## src/rtl/fetch_prefetch_unit.sv

```systemverilog
// Instruction-fetch front end: registered fetch PC driving a 1-cycle synchronous
// ROM, a DEPTH-entry prefetch FIFO with valid/ready handoff to decode, branch
// redirect with full flush, sticky halt, and a saturating retired-instruction count.
module fetch_prefetch_unit #(
    parameter int              PC_W     = 8,
    parameter int              INST_W   = 9,
    parameter int              DEPTH    = 4,
    parameter logic [PC_W-1:0] START_PC = '0,
    parameter int              CNT_W    = 16
) (
    input  logic              CLK,
    input  logic              start_n,
    output logic [PC_W-1:0]   rom_addr_o,
    input  logic [INST_W-1:0] rom_data_i,
    output logic [INST_W-1:0] inst_o,
    output logic [PC_W-1:0]   inst_pc_o,
    output logic              inst_valid_o,
    input  logic              inst_ready_i,
    input  logic              branch_i,
    input  logic [PC_W-1:0]   target_i,
    input  logic              halt_i,
    output logic              halted_o,
    output logic [CNT_W-1:0]  retired_o
);

    localparam int PTR_W = $clog2(DEPTH);
    localparam int OCC_W = PTR_W + 1;

    logic [PC_W-1:0]   r_fetchPc;
    logic [PC_W-1:0]   r_pcQ;
    logic              r_inflight;
    logic [PC_W-1:0]   r_memPc   [DEPTH];
    logic [INST_W-1:0] r_memInst [DEPTH];
    logic [PTR_W-1:0]  r_wrPtr;
    logic [PTR_W-1:0]  r_rdPtr;
    logic [OCC_W-1:0]  r_count;
    logic              r_haltLatch;
    logic [CNT_W-1:0]  r_retired;

    logic              w_empty;
    logic              w_pop;
    logic              w_push;
    logic              w_issue;
    logic [OCC_W-1:0]  w_occupancy;

    // Handshake and credit decisions; a same-cycle pop deliberately grants no credit
    // so the issue path never depends on the decode ready input.
    always_comb begin
        w_empty     = (r_count == '0);
        w_pop       = !w_empty && inst_ready_i;
        w_push      = r_inflight && !branch_i;
        w_occupancy = r_count + OCC_W'(r_inflight);
        w_issue     = !r_haltLatch && !halt_i && !branch_i &&
                      (w_occupancy < OCC_W'(DEPTH));
    end

    // Fetch PC, in-flight tracking, FIFO pointers/count, halt latch and retire counter.
    always_ff @(posedge CLK) begin
        if (!start_n) begin
            r_fetchPc   <= START_PC;
            r_pcQ       <= '0;
            r_inflight  <= 1'b0;
            r_wrPtr     <= '0;
            r_rdPtr     <= '0;
            r_count     <= '0;
            r_haltLatch <= 1'b0;
            r_retired   <= '0;
        end else begin
            if (halt_i) begin
                r_haltLatch <= 1'b1;
            end

            if (w_pop && (r_retired != '1)) begin
                r_retired <= r_retired + CNT_W'(1);
            end

            if (branch_i) begin
                r_fetchPc  <= target_i;
                r_inflight <= 1'b0;
                r_wrPtr    <= '0;
                r_rdPtr    <= '0;
                r_count    <= '0;
            end else begin
                r_inflight <= w_issue;
                if (w_issue) begin
                    r_pcQ     <= r_fetchPc;
                    r_fetchPc <= r_fetchPc + PC_W'(1);
                end
                if (w_push) begin
                    r_wrPtr <= r_wrPtr + PTR_W'(1);
                end
                if (w_pop) begin
                    r_rdPtr <= r_rdPtr + PTR_W'(1);
                end
                if (w_push && !w_pop) begin
                    r_count <= r_count + OCC_W'(1);
                end else if (!w_push && w_pop) begin
                    r_count <= r_count - OCC_W'(1);
                end
            end
        end
    end

    // FIFO storage; contents need no reset because the outputs are gated by the count.
    always_ff @(posedge CLK) begin
        if (start_n && w_push) begin
            r_memPc[r_wrPtr]   <= r_pcQ;
            r_memInst[r_wrPtr] <= rom_data_i;
        end
    end

    // Outputs are pure functions of registered state.
    always_comb begin
        rom_addr_o   = r_fetchPc;
        inst_valid_o = !w_empty;
        inst_o       = w_empty ? '0 : r_memInst[r_rdPtr];
        inst_pc_o    = w_empty ? '0 : r_memPc[r_rdPtr];
        halted_o     = r_haltLatch && w_empty && !r_inflight;
        retired_o    = r_retired;
    end

    // The credit rule guarantees a returning fetch always finds a free slot.
    assert property (@(posedge CLK) disable iff (!start_n)
                     !(w_push && (r_count == OCC_W'(DEPTH))));

endmodule

```

## config.mk

```make
export PLATFORM = sky130hd
export DESIGN_NAME = fetch_prefetch_unit
export DESIGN_NICKNAME = d
export VERILOG_FILES = /design/src/rtl/fetch_prefetch_unit.sv
export SDC_FILE = /design/constraint.sdc
export NUM_CORES = 1
export LEC_CHECK = 0
export BUFFER_PORTS_ARGS = -buffer_cell sky130_fd_sc_hd__buf_4
export CORE_MARGIN = 2
export CORE_UTILIZATION = 40
export DETAILED_ROUTE_END_ITERATION = 10
export GPL_TIMING_DRIVEN = 0
export HOLD_SLACK_MARGIN = 0.03
export PLACE_DENSITY = 0.68
export SLEW_MARGIN = 0
export SYNTH_ARGS = -nofsm -noshare
export SYNTH_HDL_FRONTEND = slang
export SYNTH_SLANG_ARGS = --single-unit
```

## constraint.sdc

```tcl
create_clock -name CLK -period 2.7 [get_ports CLK]
set_input_delay 0.405 -clock CLK [delete_from_list [all_inputs] [get_ports CLK]]
set_output_delay 0.405 -clock CLK [all_outputs]
set_load 0.01 [all_outputs]
```

==> results of run 1 <==
==> where the power goes <==
group          leakage [uW]  switching (uW)  internal [uW]
Combinational       0.00104            93.2           85.6
Clock              0.000143             594            732
Sequential          0.00102            23.7           1810
Total               0.00221             711           2620
==> placed cells by master, fill, tap and decap left out, drive strengths merged, types with 5 or more instances in the layout <==
cell type	synthesis	routed
mux2i	23	23
o21ai	6	6
ha	7	7
nand3	9	9
buf	6	68
xor2	6	6
nand2	29	29
inv	7	10
dfxtp	43	43
and2b	9	9
o211ai	5	5
clkbuf	8	20
edfxtp	68	68
nor2	21	21
and3	10	10
nor2b	9	9
mux4	17	17
nand2b	9	9
nand4	6	6
a21oi	11	11
==> sequential cells by signal (all words and copies together) (netlist names), named ones only <==
name / cells
r_pcQ: 8
r_inflight: 1
r_haltLatch: 1
rom_addr_o: 8
r_count: 3
r_memInst: 36
r_rdPtr: 2
retired_o: 16
r_wrPtr: 2
r_memPc: 32
==> cell type report <==
| cell class | count | area (um2) | share of cell area (%) |
|---|---|---|---|
| Sequential cell | 111 | 2900 | 51.0 |
| Multi-Input combinational cell | 213 | 1740 | 30.5 |
| Timing Repair Buffer | 63 | 473 | 8.31 |
| Clock buffer | 11 | 233 | 4.09 |
| Tap cell | 143 | 179 | 3.14 |
| Buffer | 14 | 73.8 | 1.30 |
| Clock inverter | 5 | 63.8 | 1.12 |
| Inverter | 8 | 30.0 | 0.527 |
==> logic make-up (layout without fill, tap and decap cells) <==
group | count (synthesis) | in the layout | synth area share, %
buffers and inverters | 22 | 101 | 2.09
AO/OA/AOI/OAI | 39 | 39 | 6.01
flip-flops | 111 | 111 | 61.4
multiplexers | 41 | 41 | 13.2
adder cells (fa/ha/maj) | 8 | 8 | 2.28
AND/OR/NAND/NOR | 117 | 117 | 13.5
XOR/XNOR | 8 | 8 | 1.48
==> worst max-delay path, cell delays in order, from the launching register on <==
cell and delay [ns]:
dfxtp_1 0.31, clkbuf_1 0.41, clkbuf_2 0.40, mux4_2 0.35
and2b_1 0.18, buf_4 0.14
==> worst paths after layout <==
path | endpoint
hold reg to reg | retired_o[14]
setup / recovery | inst_pc_o[0]
hold / removal | r_memInst[0][4]
setup reg to reg | r_count[2]
==> repair_timing <==
item	in CTS	in global routing
pin swaps	0	1
hold endpoints to repair	0	0
endpoints found under the setup margin	12	11
resized for setup	4	1
hold buffers	0	0
==> metal layers <==
metal / vias up / global-route usage, % / share of wire (%)
li1: 1448 / - / -
met1: 1469 / 18.9 / 45
met2: 71 / 26.3 / 49
met3: 4 / 4.71 / 5.5
met4: 0 / 3.90 / 0.64
met5: - / 0 / 0
==> metrics by stage <==
stage | instance area [um2] | setup WS (ns) | instances
after floorplan | 4730 | 0.600 | 346
after global placement | 5380 | -0.241 | 552
after detailed placement | 5380 | -0.273 | 552
after CTS | 5690 | 0.0466 | 568
after global routing | 5690 | 0.00625 | 568
final | 5690 | 0.170 | 568
==> key figures, run 1 <==
Finish
  • Ratio of cells with drive above 1 in the final layout: 26.6%
  • Nets: 450
  • Area grow syn2layout: 20.4%
  • # fillers: 987
  • Final Core Density: 49.6%
  • N_diodes: 0

Synthesis
  • Syn Area/Cell: 13.7 um2
  • Sequential area share after synthesis: 61.4%
  • Synth warn: 0
  • Synth area leaders: edfxtp_1 (43%), dfxtp_1 (18%), mux4_2 (8.1%)
  • Fraction of registers with async set/reset: 0%
  • Gate Count Post-Synth: 346
  • Ys flop type: edfxtp_1
  • Post-synth top area share: 43.2%
  • Post-synth top area cell: edfxtp_1
  • Syn_nets: 376
  • EDFF count, synth: 68
  • Most instantiated cells after synthesis: edfxtp_1 (68), dfxtp_1 (43), nand2_1 (29)
  • Synthesized cell area: 4730 um2
  • Yosys reg bits: 111
  • Top-count cell post-synth: edfxtp_1
  • Number of unique standard cell types used by synthesis: 49

Critical path
  • Crit. End Element: primary output
  • CP required: 2.30 ns
  • R2R setup slack: 0.40 ns
  • Worst R2R Path Depth: 8
  • CP arrival: 2.12 ns
  • Critical Path Source Type: register
  • Crit path max fanout: 10
  • Crit Path Category: register to primary output
  • Crit Reg-Reg Startpoint: r_count[0]

Routing
  • Via count: 2992
  • Iteration-0 DRC count of the detailed router: 136
  • Antenna Violating Nets Remaining: 0
  • Final WL: 9400 um
  • Vias/cell: 5.27
  • Drt wl/cell: 16.6 um
  • DRC viols: 0
  • First drt pass iteration count: 4

Placed design
  • DP HPWL: 6440 um
  • RD Place Congestion: 0.852
  • PortBufs: 63

Worst hold path
  • Class of the worst hold path: input pin to register
  • Min-delay src: rom_data_i[4]
  • Hold path depth: 1

STA
  • Post-layout min period: 2.53 ns
  • Slew Limit Headroom: 39.9%
  • FMAX: 0.395 GHz
  • Final Max Slew Viols: 0
  • Worst slew pin tran: 0.901 ns
  • Tcrit/Tclk final: 93.7%
  • Count of final setup violators: 0
  • Fin Setup TNS: 0 ns
  • Hold Vio Cnt, Final: 0
  • Unrepaired setup endpoints after global routing: no
  • Clock skew: 0.00766 ns
  • Worst hold margin: 0.255 ns

GRT
  • First-pass GRT wire length: 15200 um
  • Tot GR Track Use: 15.3%
  • Antenna violations before repair: 0
  • Vias in the first global route: 3029
  • Largest net degree at the start of global routing: 19
  • GR Overflow Total: 0

Floorplanning
  • Die Area: 12700 um2
  • Die height: 113 um
  • Io pins: 65
  • Num rows: 39
  • Die Width: 113 um
  • Core area: 11500 um2
  • Starting density of the core: 41.2%

Pwr
  • VDD IR max: 0.484 mV
  • PD cells: 586 nW/um2
  • Leakage: 0.00221 uW
  • Post-route total power: 3330 uW

Clock network
  • Num CTS Buffers: 9
  • CTS H-tree lvls: 3
  • Root Driver: clkbuf_16
  • CTS tree: yes
  • CTS Sinks: 111
  • Setup Buffers After CTS: 0
  • Clk Latency, worst-skew pair: 0.34 ns
  • Clk slew on worst S/H paths: 0.08 ns
  • Longest Clk Path Bufs: 2

Job
  • Max cap viols: 0

Run status
  • Status: finished, final reports clean
Note: power is estimated with default switching activity, not from simulation.
==> run 2, diff against run 1 <==
Settings changed: ABC_AREA from default to 1, CAP_MARGIN from default to 20.
==> key figures, run 2 <==
Clock network
  • Clk Latency, worst-skew pair: 0.35 ns
  • CTS tree: yes
  • CTS Sinks: 111
  • Longest Clk Path Bufs: 2
  • Num CTS Buffers: 9
  • Root Driver: clkbuf_16
  • PostCTS Resize Cnt: 0
  • CTS H-tree lvls: 3
  • Clk slew on worst S/H paths: 0.08 ns
  • Setup Buffers After CTS: 0
  • Hold-fix buffers, CTS: 0

Floorplanning
  • Core area: 12100 um2
  • Die Area: 13300 um2
  • Starting density of the core: 41.2%
  • Die height: 115 um
  • Die Width: 115 um
  • Io pins: 65
  • Num rows: 40

Critical path
  • Crit Reg-Reg Startpoint: r_count[1]
  • CP required: 2.30 ns
  • Worst R2R Path Depth: 10
  • Crit path max fanout: 10
  • Critical Path Source Type: register
  • CP max stage delay: 0.41 ns
  • Crit Path Category: register to primary output
  • Worst reg2reg path endpoint: r_count[2]
  • Crit. End Element: primary output
  • R2R setup slack: 0.76 ns
  • Crit-path cells: inv_1, nand2_2, clkinv_1, buf_1, a21oi_1, buf_4
  • Slowest CP cell: dfxtp_1
  • CP startpoint: r_count[0]
  • Worst setup path end: inst_pc_o[6]
  • CP arrival: 2.07 ns

Synthesis
  • Top-count cell post-synth: nor2_1
  • Most instantiated cells after synthesis: nor2_1 (101), nand2_1 (78), edfxtp_1 (68)
  • EDFF count, synth: 68
  • Sequential area share after synthesis: 58.5%
  • Synth warn: 0
  • Post-synth top area cell: edfxtp_1
  • Syn Area/Cell: 9.30 um2
  • Fraction of registers with async set/reset: 0%
  • Syn_nets: 564
  • Synthesized cell area: 4960 um2
  • Post-synth top area share: 41.1%
  • Number of unique standard cell types used by synthesis: 32
  • Ys flop type: edfxtp_1
  • Yosys reg bits: 111
  • Synth area leaders: edfxtp_1 (41%), dfxtp_1 (17%), nor2_1 (7.6%)
  • Gate Count Post-Synth: 534

Routing
  • DRC viols: 0
  • Final WL: 11400 um
  • First drt pass iteration count: 4
  • Vias/cell: 4.94
  • Antenna Violating Nets Remaining: 0
  • Via count: 3881
  • Iteration-0 DRC count of the detailed router: 226
  • Drt wl/cell: 14.5 um

Placed design
  • Placed cell area: 5720 um2
  • RD Place Congestion: 0.810
  • DP HPWL: 8090 um
  • PortBufs: 64
  • Pre-CTS setup slack: 0.409 ns

GRT
  • Largest net degree at the start of global routing: 23
  • Vias in the first global route: 3763
  • GR Overflow Total: 0
  • Tot GR Track Use: 17.6%
  • Antenna violations before repair: 0
  • First-pass GRT wire length: 18300 um

Pwr
  • Leakage: 0.00228 uW
  • PD cells: 560 nW/um2
  • VDD IR max: 0.270 mV

Finish
  • Final Core Density: 49.9%
  • Most frequent cells in the layout: nor2_1 (97), nand2_1 (78), edfxtp_1 (68)
  • # fillers: 1101
  • Area grow syn2layout: 21.3%
  • Max reg flops: 36
  • Nets: 643
  • Design area: 6020 um2
  • Ratio of cells with drive above 1 in the final layout: 21.0%
  • Most flop-heavy register: r_memInst
  • Commonest non-fill, non-tap cell in the layout: nor2_1
  • N_diodes: 0

STA
  • Clock skew: 0.00907 ns
  • Final Max Slew Viols: 0
  • Unrepaired setup endpoints after global routing: no
  • Hold Vio Cnt, Final: 0
  • Final worst-path setup slack: 0.221 ns
  • Worst slew pin tran: 0.691 ns
  • Tcrit/Tclk final: 91.8%
  • Count of final setup violators: 0
  • Post-layout min period: 2.48 ns
  • FMAX: 0.403 GHz
  • Slew Limit Headroom: 53.9%

Worst hold path
  • Class of the worst hold path: input pin to register
  • Min-delay src: rom_data_i[0]

Job
  • Max cap viols: 0

Run status
  • Status: finished, final reports clean
[run 2: changes by cell type in the layout (fill, tap and decap cells not counted), sizes merged, moves of 10 or more]
cell   before  now
nand2      29   92
buf        68   78
mux2i      23    0
nand3       9   32
nor2       21  108
o21ai       6   49
mux4       17    0
and3       10    0
a21oi      11   52
inv        10   43
[run 2: how the worst min path moves through the flow]
stage	to	slack (ns)	cells after the start
after floorplan	register	0.44	2
after global placement	r_rdPtr[0]	0.45	1
after detailed placement	r_rdPtr[0]	0.47	1
after CTS	r_memInst[3][0]	0.25	1
after global routing	r_memInst[0][6]	0.24	1
final	r_memInst[3][0]	0.25	1
[run 2: logic make-up after synthesis]
kind of cell,after synthesis,synth area share [%]
AOI/OAI and AO/OA,103,11.1
xor gates and xnor gates,7,1.23
adders and majority gates,8,2.17
buffers and inverters,59,5.17
DFF,111,58.5
and+or+nand+nor,246,21.9
[run 2: stage by stage]
step	setup TNS [ns]	total power, uW	cells	hold slack [ns]
floorplan	0	1980	534	0.436
global placement	-8.76	2070	766	0.453
detailed placement	0	2080	770	0.468
CTS	0	3390	786	0.250
global route	0	3490	786	0.243
finish	0	3370	786	0.252
[run 2: power by group]
| part | internal [uW] | leakage, uW | switching, uW |
|---|---|---|---|
| clock | 663 | 0.000149 | 671 |
| combinational | 84.0 | 0.00116 | 122 |
| sequential | 1810 | 0.000969 | 22.9 |
| total | 2560 | 0.00228 | 816 |
[run 2: worst max-delay path: cells and delay by family, from the launching register on]
kind,cells,cell delay [ns]
buffers and inverters,4,0.89
AO/OA/AOI/OAI,1,0.27
flip-flops,1,0.41
AND/OR/NAND/NOR,1,0.15
[run 2: cell type report]
cell class	instances	area, um2	area share (%)
repair buffers	68	537	8.91
clock inverters	7	76.3	1.27
flip-flops and latches	111	2900	48.2
inverters	40	150	2.49
plain buffers	19	106	1.77
multi-input cells	364	1820	30.1
clock buffers	9	225	3.74
well taps	168	210	3.49
[run 2: metal layers]
layer  share of wire, %  track usage (%)  wire length [um]  vias up
met5                  0                0                 0        -
li1                   -                -                 -     1955
met1                 43             20.9              4880     1815
met3                6.1             4.86               701        7
met2                 50             32.2              5740      104
met4               0.67             3.29                76        0
==> run 3, diff against run 2 <==
==> constraint.sdc (replaced) <==
create_clock -name CLK -period 2.7 [get_ports CLK]
set_input_delay 0 -clock CLK [delete_from_list [all_inputs] [get_ports CLK]]
set_output_delay 0 -clock CLK [all_outputs]
set_load 0.01 [all_outputs]
==> key figures, run 3 (synthesis gave the netlist of run 2 again) <==
Finish
  • Most flop-heavy register: r_memInst
  • Nets: 661
  • Ratio of cells with drive above 1 in the final layout: 20.4%
  • Most frequent cells in the layout: nor2_1 (97), nand2_1 (78), edfxtp_1 (68)
  • Commonest non-fill, non-tap cell in the layout: nor2_1
  • Design area: 6200 um2
  • Area grow syn2layout: 24.9%
  • Max reg flops: 36
  • Post-Layout Cell Count: 804
  • N_diodes: 0

Clock network
  • Longest Clk Path Bufs: 2
  • CTS H-tree lvls: 3
  • Hold-fix buffers, CTS: 18
  • Clk slew on worst S/H paths: 0.07 ns
  • PostCTS Resize Cnt: 0
  • Root Driver: clkbuf_16
  • CTS tree: yes
  • CTS Sinks: 111
  • Clk Latency, worst-skew pair: 0.35 ns
  • Setup Buffers After CTS: 0
  • Num CTS Buffers: 9

GRT
  • First-pass GRT wire length: 18600 um
  • Antenna violations before repair: 0
  • Vias in the first global route: 3826
  • GR Overflow Total: 0
  • Largest net degree at the start of global routing: 23
  • Tot GR Track Use: 17.8%

STA
  • Final Max Slew Viols: 0
  • Unrepaired setup endpoints after global routing: no
  • Worst slew pin tran: 0.679 ns
  • FMAX: 0.483 GHz
  • Fin Setup TNS: 0 ns
  • Clock skew: 0.00759 ns
  • Count of final setup violators: 0
  • Post-layout min period: 2.07 ns
  • Tcrit/Tclk final: 76.7%
  • Hold Vio Cnt, Final: 0
  • Final worst-path setup slack: 0.630 ns
  • Slew Limit Headroom: 54.7%

Critical path
  • Critical Path Source Type: input pin
  • R2R setup slack: 0.76 ns
  • WP buf/inv: 4
  • Worst R2R Path Depth: 10
  • Number of cells on the critical path: 7
  • CP required: 2.76 ns
  • Crit-path cells: dlygate4sd3_1, buf_4, inv_1, nor2_1, nand2_1, nor2_2, buf_8
  • Slowest CP cell: dlygate4sd3_1
  • CP arrival: 2.13 ns
  • Worst setup path end: r_memPc[1][7]
  • Crit Reg-Reg Startpoint: r_count[1]
  • Crit. End Element: register
  • Crit path max fanout: 9
  • Crit Path Category: input pin to register
  • Worst reg2reg path endpoint: r_count[2]
  • CP startpoint: start_n
  • CP max stage delay: 0.53 ns
  • Top delay family on crit path: simple AND/OR/NAND/NOR gates

Routing
  • Drt wl/cell: 14.2 um
  • DRC viols: 0
  • Via count: 3923
  • Antenna Violating Nets Remaining: 0
  • Vias/cell: 4.88
  • Iteration-0 DRC count of the detailed router: 211
  • First drt pass iteration count: 5
  • Final WL: 11400 um

Placed design
  • RD Place Congestion: 0.810
  • Dpl cells: 770
  • DP HPWL: 8090 um
  • Placed cell area: 5720 um2
  • Pre-CTS setup slack: 0.798 ns
  • PortBufs: 64

Worst hold path
  • Class of the worst hold path: input pin to register

Job
  • Max cap viols: 0

Run status
  • Status: finished, final reports clean

Floorplanning
  • Die Area: 13300 um2
  • Num rows: 40
  • Die Width: 115 um
  • Io pins: 65
  • Die height: 115 um
  • Core area: 12100 um2
  • Starting density of the core: 41.2%

Pwr
  • Leakage: 0.00235 uW
  • VDD IR max: 0.267 mV
  • Post-route total power: 3390 uW
  • PD cells: 546 nW/um2
[run 3: cell count changes in the layout (fill, tap and decap cells not counted), sizes merged]
| cell | previous run | this run |
|---|---|---|
| dlygate4sd3 | 0 | 18 |
[run 3: worst min path at each step]
| stage | start | to | slack [ns] | cells past startpoint |
|---|---|---|---|---|
| after detailed placement | rom_data_i[0] | r_memInst[3][0] | 0.21 | 1 |
| after CTS | branch_i | r_count[1] | 0.04 | 4 |
| after floorplan | rom_data_i[0] | r_memInst[0][0] | 0.1 | 0 |
| after global placement | rom_data_i[1] | r_memInst[2][1] | 0.20 | 1 |
| final | branch_i | r_count[1] | 0.05 | 4 |
| after global routing | branch_i | r_count[1] | 0.06 | 4 |
[run 3: through the flow]
stage | utilization [%] | hold slack [ns]
floorplan | - | 0.0989
global placement | 46.9 | 0.203
detailed placement | 47.4 | 0.208
CTS | 51.4 | 0.0449
global route | 51.4 | 0.0649
finish | 51.4 | 0.0451
[run 3: report_power, final]
| group | switching [uW] | internal, uW | leakage (uW) |
|---|---|---|---|
| registers | 22.7 | 1810 | 0.000969 |
| logic | 126 | 101 | 0.00123 |
| clock network | 668 | 663 | 0.000149 |
[run 3: area by class of cell]
type,instances,area [um2]
Buffer,19,106
Clock buffer,9,225
Clock inverter,7,76.3
Fill cell,1087,5860
Inverter,40,150
Multi-Input combinational cell,364,1820
Sequential cell,111,2900
Tap cell,168,210
Timing Repair Buffer,86,717
[run 3: worst reg2reg max path, stage by stage (launching register included)]
cell     delay, ns
dfxtp_1       0.36
nor2_1        0.13
nand2_2       0.12
nand2_4       0.12
ha_1          0.15
inv_1         0.06
fa_1          0.38
a21oi_1       0.16
o21ai_0       0.12
o21ai_0       0.18
a21oi_1       0.06
[run 3: per-layer routing]
layer	up-vias	share of wire, %	GRT usage, %
met5	-	0	0
met4	0	0.74	3.29
met3	8	5.0	4.45
met2	90	51	32.6
met1	1835	43	21.5
li1	1990	-	-
